## config.mk

```make
export PLATFORM = sky130hd
export DESIGN_NAME = gps_track_feeder
export DESIGN_NICKNAME = d
export VERILOG_FILES = /design/src/rtl/gps_track_feeder.sv
export SDC_FILE = /design/constraint.sdc
export NUM_CORES = 1
export LEC_CHECK = 0
export BUFFER_PORTS_ARGS = -buffer_cell sky130_fd_sc_hd__buf_4
export CAP_MARGIN = 5
export CORE_UTILIZATION = 53
export CTS_CLUSTER_SIZE = 20
export DETAILED_ROUTE_END_ITERATION = 7
export GPL_TIMING_DRIVEN = 1
export PLACE_DENSITY = 0.82
export SYNTH_ARGS = -nofsm -noshare
export SYNTH_HDL_FRONTEND = slang
export SYNTH_SLANG_ARGS = --single-unit
export TNS_END_PERCENT = 30
```

## constraint.sdc

```tcl
create_clock -name clk -period 3.4 [get_ports clk]
set_input_delay 0.34 -clock clk [delete_from_list [all_inputs] [get_ports clk]]
set_output_delay 0.34 -clock clk [all_outputs]
set_load 0.01 [all_outputs]
```

## src/rtl/gps_track_feeder.sv

```systemverilog
// gps_track_feeder: walks a track's points into a distance calculator and accumulates the returned segment lengths.
module gps_track_feeder #(
   parameter int FIRST_GAP = 255,
   parameter int TIMEOUT   = 1023
) (
   input  logic        clk,
   input  logic        reset,
   input  logic        start,
   input  logic [6:0]  N_PTS,
   output logic [5:0]  PT_ADDR,
   input  logic [47:0] PT_DATA,
   output logic        DEN,
   output logic [23:0] LON_OUT,
   output logic [23:0] LAT_OUT,
   input  logic        Valid,
   input  logic [39:0] D,
   output logic [47:0] TOTAL,
   output logic [5:0]  SEG_CNT,
   output logic        busy,
   output logic        done,
   output logic        err
);
   localparam int CW = $clog2((FIRST_GAP > TIMEOUT ? FIRST_GAP : TIMEOUT) + 1);
   typedef enum logic [2:0] {IDLE, FETCH, SEND, GAP, WAIT, DONE, ERR} state_t;
   state_t        r_state, w_next;
   logic [6:0]    r_n;
   logic [CW-1:0] r_cnt;
   logic [5:0]    r_addr;
   logic [23:0]   r_lon, r_lat;
   logic [47:0]   r_total;
   logic [5:0]    r_seg;
   logic          r_err;
   logic [48:0]   w_sum;
   logic          w_gap_end, w_timeout, w_last;
   always_comb begin
      w_sum     = {1'b0, r_total} + {9'd0, D};
      w_gap_end = r_cnt == CW'(FIRST_GAP - 1);
      w_timeout = r_cnt == CW'(TIMEOUT - 1);
      w_last    = {1'b0, r_addr} == r_n - 7'd1;
      w_next    = r_state;
      case (r_state)
         IDLE:    if (start) w_next = N_PTS >= 7'd2 ? FETCH : DONE;
         FETCH:   w_next = SEND;
         SEND:    w_next = r_addr == 6'd0 ? GAP : WAIT;
         GAP:     if (w_gap_end) w_next = FETCH;
         WAIT:    if (Valid) w_next = w_last ? DONE : FETCH;
                  else if (w_timeout) w_next = ERR;
         default: w_next = IDLE;
      endcase
   end
   always_ff @(posedge clk)
      if (reset) r_state <= IDLE;
      else r_state <= w_next;
   // r_addr doubles as the point index; the counter restarts on every state change
   always_ff @(posedge clk)
      if (reset) begin
         r_n     <= '0;
         r_cnt   <= '0;
         r_addr  <= '0;
         r_lon   <= '0;
         r_lat   <= '0;
         r_total <= '0;
         r_seg   <= '0;
         r_err   <= 1'b0;
      end else begin
         r_cnt <= w_next == r_state ? r_cnt + CW'(1) : '0;
         case (r_state)
            IDLE: if (start) begin
               r_n     <= N_PTS;
               r_addr  <= '0;
               r_total <= '0;
               r_seg   <= '0;
               r_err   <= 1'b0;
            end
            FETCH: begin
               r_lon <= PT_DATA[47:24];
               r_lat <= PT_DATA[23:0];
            end
            GAP: if (w_gap_end) r_addr <= r_addr + 6'd1;
            WAIT: if (Valid) begin
               r_total <= w_sum[48] ? '1 : w_sum[47:0];
               r_seg   <= r_seg + 6'd1;
               if (!w_last) r_addr <= r_addr + 6'd1;
            end else if (w_timeout) r_err <= 1'b1;
            default: ;
         endcase
      end
   assign PT_ADDR = r_addr;
   assign LON_OUT = r_lon;
   assign LAT_OUT = r_lat;
   assign TOTAL   = r_total;
   assign SEG_CNT = r_seg;
   assign err     = r_err;
   assign DEN     = r_state == SEND;
   assign busy    = r_state != IDLE;
   assign done    = r_state == DONE || r_state == ERR;
endmodule
```

---- Word-level counts from Yosys, hierarchy flattened ----
Index checks and enable logic that the tools add are counted.
storage, ports and cells
  register bits after elaboration ......... 129
  bits of input ports ..................... 99
  output and inout bits ................... 112
  logic and storage cells ................. 66
cells by class
  add/sub/neg operators ................... 5
  magnitude comparators ................... 1
  equality and inequality tests ........... 16
  multiplexer cells ....................... 23
  bitwise gates (word level) .............. 1
  reductions and logical operators ........ 11
operators by type and width
  kind                                                   count
  2-to-1 mux 48 bit                                      3
  one-hot mux 48 bit (2 select lines)                    1
  adder 48 x 40 -> 49 bit                                1
  2-to-1 mux 6 bit                                       5
  2-to-1 mux 3 bit                                       7
  one-hot mux 6 bit (3 select lines)                     1
  one-hot mux 3 bit (5 select lines)                     1
  adder 6 x 1 -> 6 bit (second input constant)           2
  inequality test 2 bit (second input constant)          6
  one-hot mux 6 bit (2 select lines)                     1
  adder 10 x 1 -> 10 bit (second input constant)         1
  equality test 10 bit (second input constant)           1
  equality test 10 x 8 -> 1 bit (second input constant)  1
  equality test 3 bit (second input constant)            3
  equality test 6 x 7 -> 1 bit                           1
  >= comparator 7 x 2 -> 1 bit (second input constant)   1
  subtractor 7 x 1 -> 7 bit (second input constant)      1
  equality test 3 x 2 -> 1 bit (second input constant)   2
  logical NOT 6 bit                                      1
  nonzero test 3 bit                                     2
  AND reduction 5 bit                                    1
  AND reduction 4 bit                                    1
  equality test 3 x 1 -> 1 bit (second input constant)   1
  equality test 3 bit                                    1
  other kinds (9)                                        11

---- Longest topological paths before layout ----
Gate-level depths: netlist of the first run.
  word-level depth ........................ 8
  gate-level depth with buffers ........... 12
  depth with buffers taken out ............ 11

---- Least setup slack after synthesis of the first run ----
Ideal clock, no wire load.
  path kind ............................... input to register
  from .................................... input port D[0]
  to ...................................... register r_total[44], in the netlist TOTAL[44]
  data arrival time ....................... 2.504 ns
  required time ........................... 3.272 ns
  path slack .............................. 0.768 ns
  cell stages on the path ................. 12
  path buffers ............................ 1
  cells stage by stage .................... ha_1 -> fa_1 -> a211oi_1 -> o21ai_2 -> o2111a_1 -> o2111ai_1 -> a31oi_1 -> or2_1 -> buf_6 -> nand4_2 -> mux2i_1 -> nor2_1
on the way
  word-level cells in the longest chain between the ends .. 4
RTL lines
  what                                 RTL line  RTL
  start, declared                      16        input logic [39:0] D,
  adder 48 x 40 -> 49 bit              36        w_sum = {1'b0, r_total} + {9'd0, D};
  2-to-1 mux 48 bit                    81        r_total <= w_sum[48] ? '1 : w_sum[47:0];
  2-to-1 mux 48 bit                    80        WAIT: if (Valid) begin
  one-hot mux 48 bit (2 select lines)  67        case (r_state)
  end signal, assigned                 81
  end, declared                        30        logic [47:0] r_total;
Every way passes these cells. The select of a mux whose other input is x is not followed.
A chain may end at the register's enable or synchronous reset.

---- Worst setup path after layout of the first run ----
  from .................................... register r_total[27], in the netlist TOTAL[27]
  to ...................................... register r_total[33], in the netlist TOTAL[33]
on the way
  word-level cells in the longest chain between the ends .. 4
RTL lines
  what                                 RTL line
  adder 48 x 40 -> 49 bit              36
  2-to-1 mux 48 bit                    81
  2-to-1 mux 48 bit                    80
  one-hot mux 48 bit (2 select lines)  67
Every way passes these cells. The select of a mux whose other input is x is not followed.

==> results of run 1 <==
[kinds of logic after synthesis]
group,share of synthesized area
AOI/OAI and AO/OA,0.248
xor gates and xnor gates,0.0733
adders and majority gates,0.0791
buffers and inverters,0.0416
DFF,0.343
muxes,0.00332
and+or+nand+nor,0.211
[stage by stage]
| step | instances | hold WS (ns) |
|---|---|---|
| after floorplan | 945 | 0.436 |
| after global placement | 1297 | 0.441 |
| after detailed placement | 1297 | 0.443 |
| after CTS | 1328 | 0.150 |
| after global routing | 1328 | 0.151 |
| final | 1328 | 0.152 |
[cell usage in the layout, fill, tap and decap left out, types with 14 or more instances in the layout]
master     netlist  layout
a211oi_1        17      17
xor2_1          36      36
dfxtp_1        129     129
buf_4            3     218
a21o_1          14      14
xnor2_1         27      27
nand2_1        191     191
nor2_1          57      57
inv_1           23      23
nand3_1         24      24
o211ai_1        14      14
o21ai_0         35      35
clkbuf_16        0      17
ha_1            46      46
a21oi_1        133     133
[worst min-delay path, cell delays in order]
cell,delay (ns)
buf_4,0.10
nand2_1,0.04
a21oi_1,0.05
[Yosys cell counts (3+ instances only)]
master | n | area share
o2111ai_1 | 3 | 0.0035
buf_1 | 4 | 0.0020
o21bai_1 | 5 | 0.0050
o211ai_1 | 14 | 0.014
nand3_1 | 24 | 0.016
a211oi_2 | 10 | 0.017
o21ai_0 | 35 | 0.023
buf_2 | 5 | 0.0033
nand2b_1 | 4 | 0.0033
a21o_1 | 14 | 0.014
a31oi_1 | 11 | 0.0091
nand2_1 | 191 | 0.095
nand4_1 | 11 | 0.0091
o21ai_1 | 5 | 0.0033
buf_4 | 3 | 0.0030
nor3_1 | 6 | 0.0040
and2_1 | 3 | 0.0025
buf_6 | 4 | 0.0060
a21oi_1 | 133 | 0.088
and3_1 | 11 | 0.0091
nor4_1 | 6 | 0.0050
xor2_1 | 36 | 0.042
dfxtp_1 | 129 | 0.34
inv_1 | 23 | 0.011
xnor2_1 | 27 | 0.031
a22oi_1 | 3 | 0.0030
ha_1 | 46 | 0.076
a211oi_1 | 17 | 0.017
nor2_1 | 57 | 0.028
clkbuf_1 | 29 | 0.014
a21o_2 | 3 | 0.0035
[layout make-up]
class,count,area (µm²)
Inverter,23,86.3
Clock inverter,12,160
Sequential cell,129,2580
Tap cell,180,225
Multi-Input combinational cell,746,4630
Timing Repair Buffer,219,1660
Clock buffer,19,433
Fill cell,1137,4110
[per-layer routing]
metal	wire length [µm]	GRT usage
met2	10300	0.486
met4	671	0.134
met3	1590	0.0606
met5	0	0
met1	9390	0.388
[flip-flops by register name, indices dropped and copies added, names as in the netlist]
name     cells
TOTAL       48
LAT_OUT     24
LON_OUT     24
r_cnt       10
r_n          7
PT_ADDR      6
SEG_CNT      6
r_state      3
err          1
[worst min-delay path by stage]
stage / start / end / cells after the start
floorplan: r_n[0] / r_n[0] / 2
global placement: err / err / 2
detailed placement: err / err / 2
CTS: PT_DATA[43] / LON_OUT[19] / 3
global route: PT_DATA[36] / LON_OUT[12] / 3
finish: PT_DATA[17] / LAT_OUT[17] / 3
[power groups by stage]
stage	clock network (mW)	logic (mW)	registers (mW)
detailed placement	0	0.653	1.66
floorplan	0	0.369	1.67
finish	1.86	0.663	1.63
global route	1.94	0.722	1.64
CTS	1.87	0.659	1.63
global placement	0	0.643	1.66
==> impl_metrics.tcl, run 1 <==
set metrics [dict create \
    leakagePower_nw 4.28 \
    cts.sinks 129 \
    yosys_most_used_dff "dfxtp_1" \
    crit_chain "ha_1 > and4_1 > nand3_1 > nor3_2 > o2111ai_1 > a31oi_1 > nor2_2 > nor2_4 > nor2_4 > buf_12 > a211oi_1" \
    ys.warnings.count 0 \
    grt-ovfl-total 0 \
    critPathLaunch "TOTAL[27]" \
    irDropWorstVdd_mv 0.378 \
    worst_slew_pin_slew_ns 0.681 \
    gp_congestion 0.951 \
    routed-via-count 7768 \
    r2r_cells 11 \
    io_buffers 210 \
    cp_data_arrival_time_ns 3.35 \
    postLayoutSetupSlackWorst_ns 0.369 \
    p_int_mw 3.01 \
    fin_setup_tns_ns 0 \
    cp-end-kind "flip-flop" \
    cpMostUsedCell "nor2_4" \
    slew_violations 0 \
    post_cts_buffers 0 \
    relSlewSlack 0.546 \
    final_area_um2 9770 \
    drt_pass1_iterations 5 \
    grt_pass1_vias 7196 \
    crit_path_max_fanout 23 \
    synth_edf_count 0 \
    dp_slack_ns 0.302 \
    nNetsFinal 1282 \
    yosysUniqueCellTypes 87 \
    min_period_ns 3.03 \
    synth_cells 945 \
    synth_seq_cells 129 \
    numCtsBuffers 17 \
    drive_gt1_frac 0.254 \
    switching_share 0.275 \
    finalPower_mw 4.16 \
    clock_skew_ns 0.0133 \
    die_x_um 121 \
    dieArea_um2 14700 \
    setup-violations-final 0 \
    clk_latency_ns 0.43 \
    drtIter0Drc 726 \
    power_frac_comb 0.160 \
    ctsResizeCount 0 \
    fin_util 0.704 \
    r2r_slack_ns 0.37 \
    worst_path_max_delay_cell "ha_1" \
    areaGrowthSynthToFinish_pct 29.9 \
    power-per-cell-area_nw_per_um2 425 \
    synth_fp_nets 1091 \
    cts_htree_levels 4 \
    crit_cells 11 \
    grt_pass1_wl_um 35000 \
    synth-async-reset-ratio 0 \
    critPathMaxStageDelay_ns 0.47 \
    path_delay_family "simple AND/OR/NAND/NOR gates" \
    power_frac_seq 0.392 \
    clock_path_buffers 2 \
    die_height_um 121 \
    num_rows 43 \
    start_util 0.542 \
    clk_pin_slew_worst_paths_ns 0.06 \
    antenna_found_initial 0 \
    drc 0 \
    p_sw_mw 1.14 \
    wl_per_cell_um 16.5 \
    post-dp-hpwl_um 15500 \
    hold_class "in2reg" \
    crit_buf_inv 1 \
    cts_root_buf "clkbuf_16" \
    via_per_inst 5.85 \
    cp.required_ns 3.72 \
    avgSynthCellArea_um2 7.96 \
    holdBufCountCts 0 \
    grt_usage 0.301 \
    hold_viol_final 0 \
    diodes 0 \
    place_area_um2 9180 \
    r2r-start "TOTAL[27]" \
    r2r-end "TOTAL[33]" \
    p_clk_frac 0.448 \
    netlist_area_um2 7530 \
    grt_setup_unrepaired "no" \
    antenna_left 0 \
    critical_path_class "reg2reg" \
    io_pins 211 \
    cts_tree "built" \
    crit_end "TOTAL[33]" \
    outcome "finished, final reports clean" \
    core-area_um2 13900 \
    grt_max_degree 55 \
    setup.worst_path.start_class "flip-flop" \
    maxCapViolations 0 \
    max_freq_mhz 330 \
    seq_area_frac_synth 0.343 \
    totalWireLength_um 22000 \
    period_share 0.891 \
]
No activity file was read; power rests on OpenSTA's default activity.
==> inputs of run 2 (changes only) <==
--- a/config.mk
+++ b/config.mk
@@ -7,11 +7,11 @@
 export LEC_CHECK = 0
 export BUFFER_PORTS_ARGS = -buffer_cell sky130_fd_sc_hd__buf_4
 export CAP_MARGIN = 5
-export CORE_UTILIZATION = 53
+export CORE_UTILIZATION = 48
 export CTS_CLUSTER_SIZE = 20
 export DETAILED_ROUTE_END_ITERATION = 7
 export GPL_TIMING_DRIVEN = 1
-export PLACE_DENSITY = 0.82
+export PLACE_DENSITY = 0.78
 export SYNTH_ARGS = -nofsm -noshare
 export SYNTH_HDL_FRONTEND = slang
 export SYNTH_SLANG_ARGS = --single-unit
==> constraint.sdc (replaced) <==
create_clock -name clk -period 2.55 [get_ports clk]
set_input_delay 0.255 -clock clk [delete_from_list [all_inputs] [get_ports clk]]
set_output_delay 0.255 -clock clk [all_outputs]
set_load 0.01 [all_outputs]
==> impl_metrics.tcl, run 2 (synthesized netlist as in run 1, its figures left out) <==
set metrics [dict create \
    violations "negative setup slack" \
    cts.sinks 129 \
    relSlewSlack 0.581 \
    holdBufCountCts 0 \
    gp_congestion 0.922 \
    io_buffers 210 \
    num_rows 45 \
    grt_busiest_layer "met2" \
    hold-worst-slack_ns 0.0741 \
    grt_setup_unrepaired "yes" \
    maxCapViolations 0 \
    hold_viol_final 0 \
    min_period_ns 2.60 \
    hold_class "in2reg" \
    wl_per_cell_um 16.0 \
    grtUsageMet2 0.464 \
    cts_root_buf "clkbuf_16" \
    fin_util 0.715 \
    switching_share 0.276 \
    clock_path_buffers 2 \
    gr-usage-met1 0.342 \
    cp.required_ns 2.82 \
    power_frac_comb 0.172 \
    final_common_cell "buf_4" \
    finalPower_mw 5.69 \
    worst_path_max_delay_cell "fa_2" \
    grt_max_degree 49 \
    drc 0 \
    dieArea_um2 16200 \
    final_area_um2 10900 \
    nFillCells 1201 \
    io_pins 211 \
    die_x_um 127 \
    setup.worst_path.start_class "flip-flop" \
    nNetsFinal 1380 \
    postLayoutSetupSlackWorst_ns -0.0467 \
    drtIter0Drc 640 \
    core-area_um2 15300 \
    cts_tree "built" \
    antenna_found_initial 0 \
    mostFrequentLayoutCells "buf_4 (313), nand2_1 (189), a21oi_1 (131), dfxtp_1 (127), nor2_1 (56)" \
    die_height_um 127 \
    grt_pass1_vias 7424 \
    totalWireLength_um 23400 \
    setup-violations-final 30 \
    clk_pin_slew_worst_paths_ns 0.06 \
    max_freq_mhz 385 \
    slew_violations 0 \
    p_clk_frac 0.447 \
    via_per_inst 5.55 \
    drt_pass1_iterations 5 \
    p_int_mw 4.12 \
    drive_gt1_frac 0.351 \
    clk_latency_ns 0.43 \
    routed-via-count 8086 \
    cp_data_arrival_time_ns 2.87 \
    p_sw_mw 1.57 \
    grt-ovfl-total 0 \
    areaGrowthSynthToFinish_pct 45.0 \
    period_share 1.02 \
    worst_slew_pin_slew_ns 0.628 \
    irDropWorstVdd_mv 0.494 \
    grt_usage 0.277 \
    crit_chain "ha_4 > fa_2 > a211oi_2 > o21ai_2 > o2111a_1 > o2111ai_2 > a31oi_4 > nor2_4 > nor2_4 > nor2_4 > buf_12 > a211oi_1" \
    clock_skew_ns 0.0102 \
    outcome "finished with violations" \
    numCtsBuffers 17 \
    leakagePower_nw 4.80 \
    power_frac_seq 0.381 \
    grt_pass1_wl_um 35600 \
    start_util 0.493 \
    cp-end-kind "flip-flop" \
    cpMostUsedCell "nor2_4" \
    cts_htree_levels 4 \
    critical_path_class "reg2reg" \
    critPathMaxStageDelay_ns 0.34 \
    dp_slack_ns -0.169 \
    crit_path_max_fanout 13 \
    post-dp-hpwl_um 16400 \
    grt_use_met3 0.0523 \
    largest_reg_flops 48 \
    diodes 0 \
    antenna_left 0 \
    place_area_um2 9940 \
    power-per-cell-area_nw_per_um2 522 \
]
==> run 2: changes by cell type in the layout (fill, tap and decap cells not counted), sizes merged <==
| cell | before | now |
|---|---|---|
| clkbuf | 19 | 18 |
| buf | 219 | 317 |
| inv | 24 | 26 |
| clkinvlp | 1 | 2 |
| clkinv | 7 | 6 |
==> run 2: power by group through the flow <==
| stage | registers [mW] | clock network, mW | logic [mW] |
|---|---|---|---|
| after global placement | 2.20 | 0 | 0.922 |
| after global routing | 2.18 | 2.67 | 1.06 |
| after detailed placement | 2.21 | 0 | 0.932 |
| after CTS | 2.17 | 2.57 | 0.947 |
| final | 2.17 | 2.55 | 0.978 |
| after floorplan | 2.23 | 0 | 0.492 |
==> run 2: timing repair <==
action / CTS / global route
setup endpoints to repair: 47 / 50
gates resized for setup: 19 / 49
cloned: 0 / 0
setup buffers: 3 / 4
pin swaps: 6 / 20
endpoints found under the hold margin: 0 / 0
==> run 2: metal layers <==
metal / up-vias / wire (µm)
met1: 3767 / 9860
met3: 55 / 1380
met2: 318 / 11400
li1: 3946 / -
met5: - / 0
met4: 0 / 679
==> run 2: critical path, delay by kind of cell, from the launching register on <==
| kind | cells | cell delay (ns) |
|---|---|---|
| buffers and inverters | 1 | 0.17 |
| AO/OA/AOI/OAI | 6 | 1.08 |
| flip-flops | 1 | 0.33 |
| adder cells (fa/ha/maj) | 2 | 0.50 |
| AND/OR/NAND/NOR | 3 | 0.36 |
==> run 2: path summary, 6_finish.rpt <==
kind / from / end / slack [ns] / depth (start not counted)
max: TOTAL[0] / TOTAL[33] / -0.05 / 12
min: PT_DATA[39] / LON_OUT[15] / 0.07 / 3
min reg2reg: LAT_OUT[14] / LAT_OUT[14] / 0.45 / 2
max reg2reg: TOTAL[0] / TOTAL[33] / -0.05 / 12
==> run 2: final cells by class <==
| type | instances | area, µm² | area share |
|---|---|---|---|
| clock buffers | 18 | 439 | 0.0402 |
| inverters | 23 | 86.3 | 0.00791 |
| flip-flops and latches | 129 | 2580 | 0.237 |
| multi-input cells | 746 | 4940 | 0.453 |
| repair buffers | 317 | 2420 | 0.222 |
| clock inverters | 14 | 179 | 0.0164 |
| well taps | 211 | 264 | 0.0242 |
==> run 2: per-stage QoR <==
stage	setup TNS, ns	instances
after floorplan	0	945
after global placement	-3.40	1419
after global routing	-4.69	1458
after detailed placement	-6.18	1419
final	-0.863	1458
after CTS	-1.22	1454
